`config.mk`:
```
export PLATFORM = sky130hd
export DESIGN_NAME = pd_switch_ctrl
export DESIGN_NICKNAME = d
export VERILOG_FILES = /design/src/rtl/pd_ctrl_pkg.sv /design/src/rtl/pd_ack_sync.sv /design/src/rtl/pd_switch_ctrl.sv
export SDC_FILE = /design/constraint.sdc
export NUM_CORES = 1
export LEC_CHECK = 0
export BUFFER_PORTS_ARGS = -buffer_cell sky130_fd_sc_hd__buf_2
export CAP_MARGIN = 20
export CORE_AREA = 5 5 62 64
export DETAILED_ROUTE_END_ITERATION = 12
export DIE_AREA = 0 0 67 69
export HOLD_SLACK_MARGIN = 0.15
export PLACE_DENSITY_LB_ADDON = 0.05
export RECOVER_POWER = 100
export SLEW_MARGIN = 20
export SYNTH_ARGS = -nofsm -noshare
export SYNTH_HDL_FRONTEND = slang
export SYNTH_HIERARCHICAL = 1
export SYNTH_SLANG_ARGS = --single-unit
export TNS_END_PERCENT = 20
```
`constraint.sdc`:
```
create_clock -name clk_i -period 2.04 [get_ports clk_i]
set_clock_uncertainty 0.15 [all_clocks]
set_input_delay 0.102 -clock clk_i [delete_from_list [all_inputs] [get_ports clk_i]]
set_output_delay 0.102 -clock clk_i [all_outputs]
set_load 0.01 [all_outputs]
```
`src/rtl/pd_ctrl_pkg.sv`:
```
// rtl/pd_ctrl_pkg.sv - shared types, constants and output decode for the power-domain switch controller
package pd_ctrl_pkg;

  localparam int PD_CNT_W           = 16;
  localparam int PD_ISO_CYC_DEF     = 4;
  localparam int PD_ACK_TIMEOUT_DEF = 64;

  typedef enum logic [2:0] {
    ST_ON,
    ST_ISO_SET,
    ST_RST_SET,
    ST_SW_OFF,
    ST_OFF,
    ST_SW_ON,
    ST_RST_REL,
    ST_ISO_REL
  } pd_state_e;

  typedef struct packed {
    logic switch_n;
    logic iso_n;
    logic dom_rst_n;
    logic powered;
    logic busy;
  } pd_out_t;

  // Moore output decode, applied to the next state so the output flops line up with the state flops.
  function automatic pd_out_t pd_decode(input pd_state_e s);
    pd_out_t o;
    o = '{switch_n: 1'b0, iso_n: 1'b0, dom_rst_n: 1'b0, powered: 1'b0, busy: 1'b1};
    case (s)
      ST_ON:      o = '{switch_n: 1'b0, iso_n: 1'b1, dom_rst_n: 1'b1, powered: 1'b1, busy: 1'b0};
      ST_ISO_SET: o.dom_rst_n = 1'b1;
      ST_RST_SET: o.dom_rst_n = 1'b0;
      ST_SW_OFF:  o.switch_n  = 1'b1;
      ST_OFF:     o = '{switch_n: 1'b1, iso_n: 1'b0, dom_rst_n: 1'b0, powered: 1'b0, busy: 1'b0};
      ST_SW_ON:   o.switch_n  = 1'b0;
      ST_RST_REL: o.dom_rst_n = 1'b1;
      ST_ISO_REL: o = '{switch_n: 1'b0, iso_n: 1'b1, dom_rst_n: 1'b1, powered: 1'b0, busy: 1'b1};
      default:    o = '{switch_n: 1'b0, iso_n: 1'b1, dom_rst_n: 1'b1, powered: 1'b1, busy: 1'b0};
    endcase
    return o;
  endfunction

endpackage

```
`src/rtl/pd_ack_sync.sv`:
```
// rtl/pd_ack_sync.sv - two-flop synchronizer for the asynchronous power-switch ack
module pd_ack_sync (
  input  logic clk_i,
  input  logic rst_ni,
  input  logic d_i,
  output logic q_o
);

  logic meta;

  always_ff @(posedge clk_i or negedge rst_ni) begin
    if (!rst_ni) begin
      meta <= 1'b0;
      q_o  <= 1'b0;
    end else begin
      meta <= d_i;
      q_o  <= meta;
    end
  end

endmodule

```
`src/rtl/pd_switch_ctrl.sv`:
```
// rtl/pd_switch_ctrl.sv - power-domain switch sequencer (isolation, reset, switch, ack timeout)
// Define PD_ACK_SYNC_EN to route switch_ack_ni through pd_ack_sync before the FSM.
module pd_switch_ctrl
  import pd_ctrl_pkg::*;
#(
  parameter int ISO_CYC     = PD_ISO_CYC_DEF,
  parameter int ACK_TIMEOUT = PD_ACK_TIMEOUT_DEF
) (
  input  logic clk_i,
  input  logic rst_ni,
  input  logic pd_req_i,
  input  logic err_clr_i,
  input  logic switch_ack_ni,
  output logic switch_no,
  output logic iso_no,
  output logic dom_rst_no,
  output logic powered_o,
  output logic busy_o,
  output logic done_o,
  output logic err_o
);

  localparam logic [PD_CNT_W-1:0] ISO_LAST = PD_CNT_W'(ISO_CYC - 1);
  localparam logic [PD_CNT_W-1:0] TO_LAST  = PD_CNT_W'(ACK_TIMEOUT - 1);

  logic                ack_s;
  pd_state_e           state, state_d;
  logic [PD_CNT_W-1:0] cnt;
  pd_out_t             out_d;

`ifdef PD_ACK_SYNC_EN
  pd_ack_sync u_ack_sync (
    .clk_i (clk_i),
    .rst_ni(rst_ni),
    .d_i   (switch_ack_ni),
    .q_o   (ack_s)
  );
`else
  assign ack_s = switch_ack_ni;
`endif

  always_comb begin
    state_d = state;
    case (state)
      ST_ON:      if (pd_req_i)       state_d = ST_ISO_SET;
      ST_ISO_SET: if (cnt == ISO_LAST) state_d = ST_RST_SET;
      ST_RST_SET:                      state_d = ST_SW_OFF;
      ST_SW_OFF:  if (ack_s)           state_d = ST_OFF;
      ST_OFF:     if (!pd_req_i)       state_d = ST_SW_ON;
      ST_SW_ON:   if (!ack_s)          state_d = ST_RST_REL;
      ST_RST_REL: if (cnt == ISO_LAST) state_d = ST_ISO_REL;
      ST_ISO_REL:                      state_d = ST_ON;
      default:                         state_d = ST_ON;
    endcase
  end

  assign out_d = pd_decode(state_d);

  always_ff @(posedge clk_i or negedge rst_ni) begin
    if (!rst_ni) begin
      state      <= ST_ON;
      cnt        <= '0;
      switch_no  <= 1'b0;
      iso_no     <= 1'b1;
      dom_rst_no <= 1'b1;
      powered_o  <= 1'b1;
      busy_o     <= 1'b0;
      done_o     <= 1'b0;
      err_o      <= 1'b0;
    end else begin
      state      <= state_d;
      cnt        <= (state_d != state) ? '0 : ((cnt == '1) ? cnt : cnt + 1'b1);
      switch_no  <= out_d.switch_n;
      iso_no     <= out_d.iso_n;
      dom_rst_no <= out_d.dom_rst_n;
      powered_o  <= out_d.powered;
      busy_o     <= out_d.busy;
      done_o     <= (state_d == ST_ON || state_d == ST_OFF) && (state != ST_ON && state != ST_OFF);
      // Timeout set takes priority over a same-cycle clear.
      if ((state == ST_SW_OFF || state == ST_SW_ON) && cnt == TO_LAST)
        err_o <= 1'b1;
      else if (err_clr_i)
        err_o <= 1'b0;
    end
  end

endmodule
```
==> flow_summary.toml <==
[floorplan]
die_y_um = 69
core_sq_um = 3230
ios = 12
start_util_pct = 48.8
dieArea_sq_um = 4620
row_count = 21
dieWidth_um = 67

[sta]
setup_slack_ns = 0.0618
fin_crit_ns = 1.98
finalCritPeriodShare_pct = 97.0
rsz0062_at_grt = "true"
max-slew-margin-rel_pct = 58.6
whs_ns = 0.359
setup_viol = 0
tightest_slew_ns = 0.619
max_freq_ghz = 0.506
drv_slew = 0
finalHoldViolations = 0

[route]
routed_via_density = 5.88
first_iter_violations = 70
vias = 1446
drcViolationCount = 0
finalWirelength_um = 3780
dr.pass1.iters = 4
wl_per_cell_um = 15.4
antenna_left = 0

[cts]
clkLatencyLatePin_ns = 0.34
cts_buffers = 3
cts_root_buf = "clkbuf_4"
cts.sinks = 26
clock_path_buffers = 2
clk_pin_slew_ns = 0.14
cts_tree = "yes"
htree_levels = 1

[synth]
syn-cell-area_sq_um = 1580
avgSynthCellArea_sq_um = 9.34
synthMuxAreaShare_pct = 0.634
synth_cell_types = 48
synth_top_family_by_area = "simple AND/OR/NAND/NOR gates"
ys_ff_latch = 26
yosysSeqAreaShare_pct = 41.5
syn_nets = 175
synth_cells = 169
synthSimpleGateAreaFrac_pct = 32.2
synth-edff-count = 0
synth-compound-area-share_pct = 21.3
async_flop_share_pct = 100
synth_warnings = 6
yosys.area.top_type = "dfrtp_1"
synth-main-ff-cell = "dfrtp_1"
synth.top_cell.area_share_pct = 36.5
synthTopCellsByArea = "dfrtp_1 (36%), dfstp_2 (5.0%), nand2_1 (4.3%), nor4_1 (3.2%), o21ai_0 (3.2%)"
synth_fa_ha_area_share_pct = 0.793
synth-xor-area-share_pct = 0

[global_routing]
grt_usage_pct = 17.1
grt_pass1_wl_um = 6370
grt_pass1_vias = 1411
antenna_found_initial = 0
grt.overflow.total = 0
grt_max_degree = 17

[setup_path]
criticalPathCategory = "register to register"
worstSetupStartpointType = "register"
required_ns = 2.15
crit_path_max_fanout = 7
worstSetupEndpointType = "register"
arrival_ns = 2.09

[placed_design]
gp_congestion = 0.812
placed_area_sq_um = 1780
place_inst = 234
place_ws_ns = 0.0378
dp_hpwl_um = 2630
portBuffers = 11

[cells_and_area]
drive_gt1_share_pct = 21.5
area_growth_pct = 20.7
antenna_cells = 0
fin_area_sq_um = 1900
finalNonFillerCells = 246
nets = 207

[run]
maxCapViolations = 0

[power]
peakVddDrop_mv = 0.445
p_per_area_nw_per_um2 = 985
p_total_uw = 1870
cellLeakagePower_uw = 0.000708

[outcome]
outcome = "completed"

[min_path]
worstHoldPathType = "primary input to register"
## report_power, final
group          leakage [uW]  switching [uW]  internal, uW
registers          0.000338            83.6           633
logic              0.000343             448           345
clock network     0.0000279             167           199
total              0.000708             698          1180
## state kept, by name, summed over array words and instances (netlist names)
register    count
busy_o          1
cnt            16
dom_rst_no      1
done_o          1
err_o           1
iso_no          1
powered_o       1
state           3
switch_no       1
## cells in the mapped netlist (5+ instances only)
cell and n:
a211oi_1 6, nor4_1 8, o21ai_0 10, dfrtp_1 23, inv_1 7, nand2b_1 5, nor2_1 12, a311oi_1 5
nand3_1 6, a21oi_1 7, or4_1 5, nand2_1 18
## cell usage in the layout, fill, tap and decap left out, types with 4 or more instances in the layout
master | synthesis | layout
inv_1 | 7 | 7
o31ai_1 | 4 | 4
dfrtp_1 | 23 | 22
nand3_1 | 6 | 6
dlygate4sd3_1 | 0 | 7
buf_4 | 0 | 10
a21oi_1 | 7 | 7
nor2_1 | 12 | 12
nand2_1 | 18 | 17
o21ai_0 | 10 | 10
clkbuf_1 | 3 | 10
a311oi_1 | 5 | 4
a211oi_1 | 6 | 6
or4_1 | 5 | 4
nor4_1 | 8 | 7
nand2b_1 | 5 | 5
## critical path, cell delays in order, from the launching register on
cell,delay [ns]
dfrtp_1,0.44
buf_4,0.16
nand4_1,0.22
nor4_4,0.08
buf_4,0.17
or4_1,0.53
a211oi_2,0.18
## path summary, 6_finish.rpt
| path | start | end | slack, ns | depth (start not counted) |
|---|---|---|---|---|
| max | cnt[11]$_DFFE_PN0P_ | cnt[13]$_DFFE_PN0P_ | 0.06 | 6 |
| min | err_clr_i | err_o$_DFFE_PN0P_ | 0.36 | 3 |
| max reg2reg | cnt[11]$_DFFE_PN0P_ | cnt[13]$_DFFE_PN0P_ | 0.06 | 6 |
| min reg2reg | err_o$_DFFE_PN0P_ | err_o$_DFFE_PN0P_ | 0.44 | 2 |
| max in group asynchronous | rst_ni | cnt[2]$_DFFE_PN0P_ | 0.55 | 3 |
| min in group asynchronous | rst_ni | switch_no$_DFF_PN0_ | 0.72 | 3 |
## timing repair
item / in CTS / in global routing
endpoints found under the hold margin: 36 / 0
resized for setup: 0 / 6
endpoints found under the setup margin: 0 / 10
buffers inserted: 0 / 1
hold buffers: 7 / 0
## cell type report
class / count / area, sq um
Timing Repair Buffer: 32 / 238
Clock inverter: 1 / 30.0
Inverter: 7 / 26.3
Tap cell: 46 / 57.6
Fill cell: 303 / 1330
Multi-Input combinational cell: 131 / 875
Sequential cell: 26 / 656
Clock buffer: 3 / 22.5
## per-stage QoR
| step | setup TNS [ns] | util [%] |
|---|---|---|
| final | 0 | 58.9 |
| after detailed placement | 0 | 55.2 |
| after global placement | 0 | 55.2 |
| after global routing | -0.0447 | 58.9 |
| after CTS | 0 | 59.0 |
| after floorplan | 0 | - |
## kinds of logic (layout without fill, tap and decap cells)
logic type      after synthesis  count (layout)
mux                           1               1
fa+ha+maj                     1               1
simple gates                 82              82
compound gates               47              47
flops                        26              26
buf+inv                      12              43
## layer usage
| layer | vias up | routed length, um | track usage (%) |
|---|---|---|---|
| met2 | 37 | 1890 | 30.6 |
| met3 | 6 | 162 | 2.44 |
| li1 | 717 | - | - |
| met5 | - | 0 | 0 |
| met1 | 686 | 1670 | 20.7 |
| met4 | 0 | 59 | 5.18 |
(Power assumes the default switching activity.)
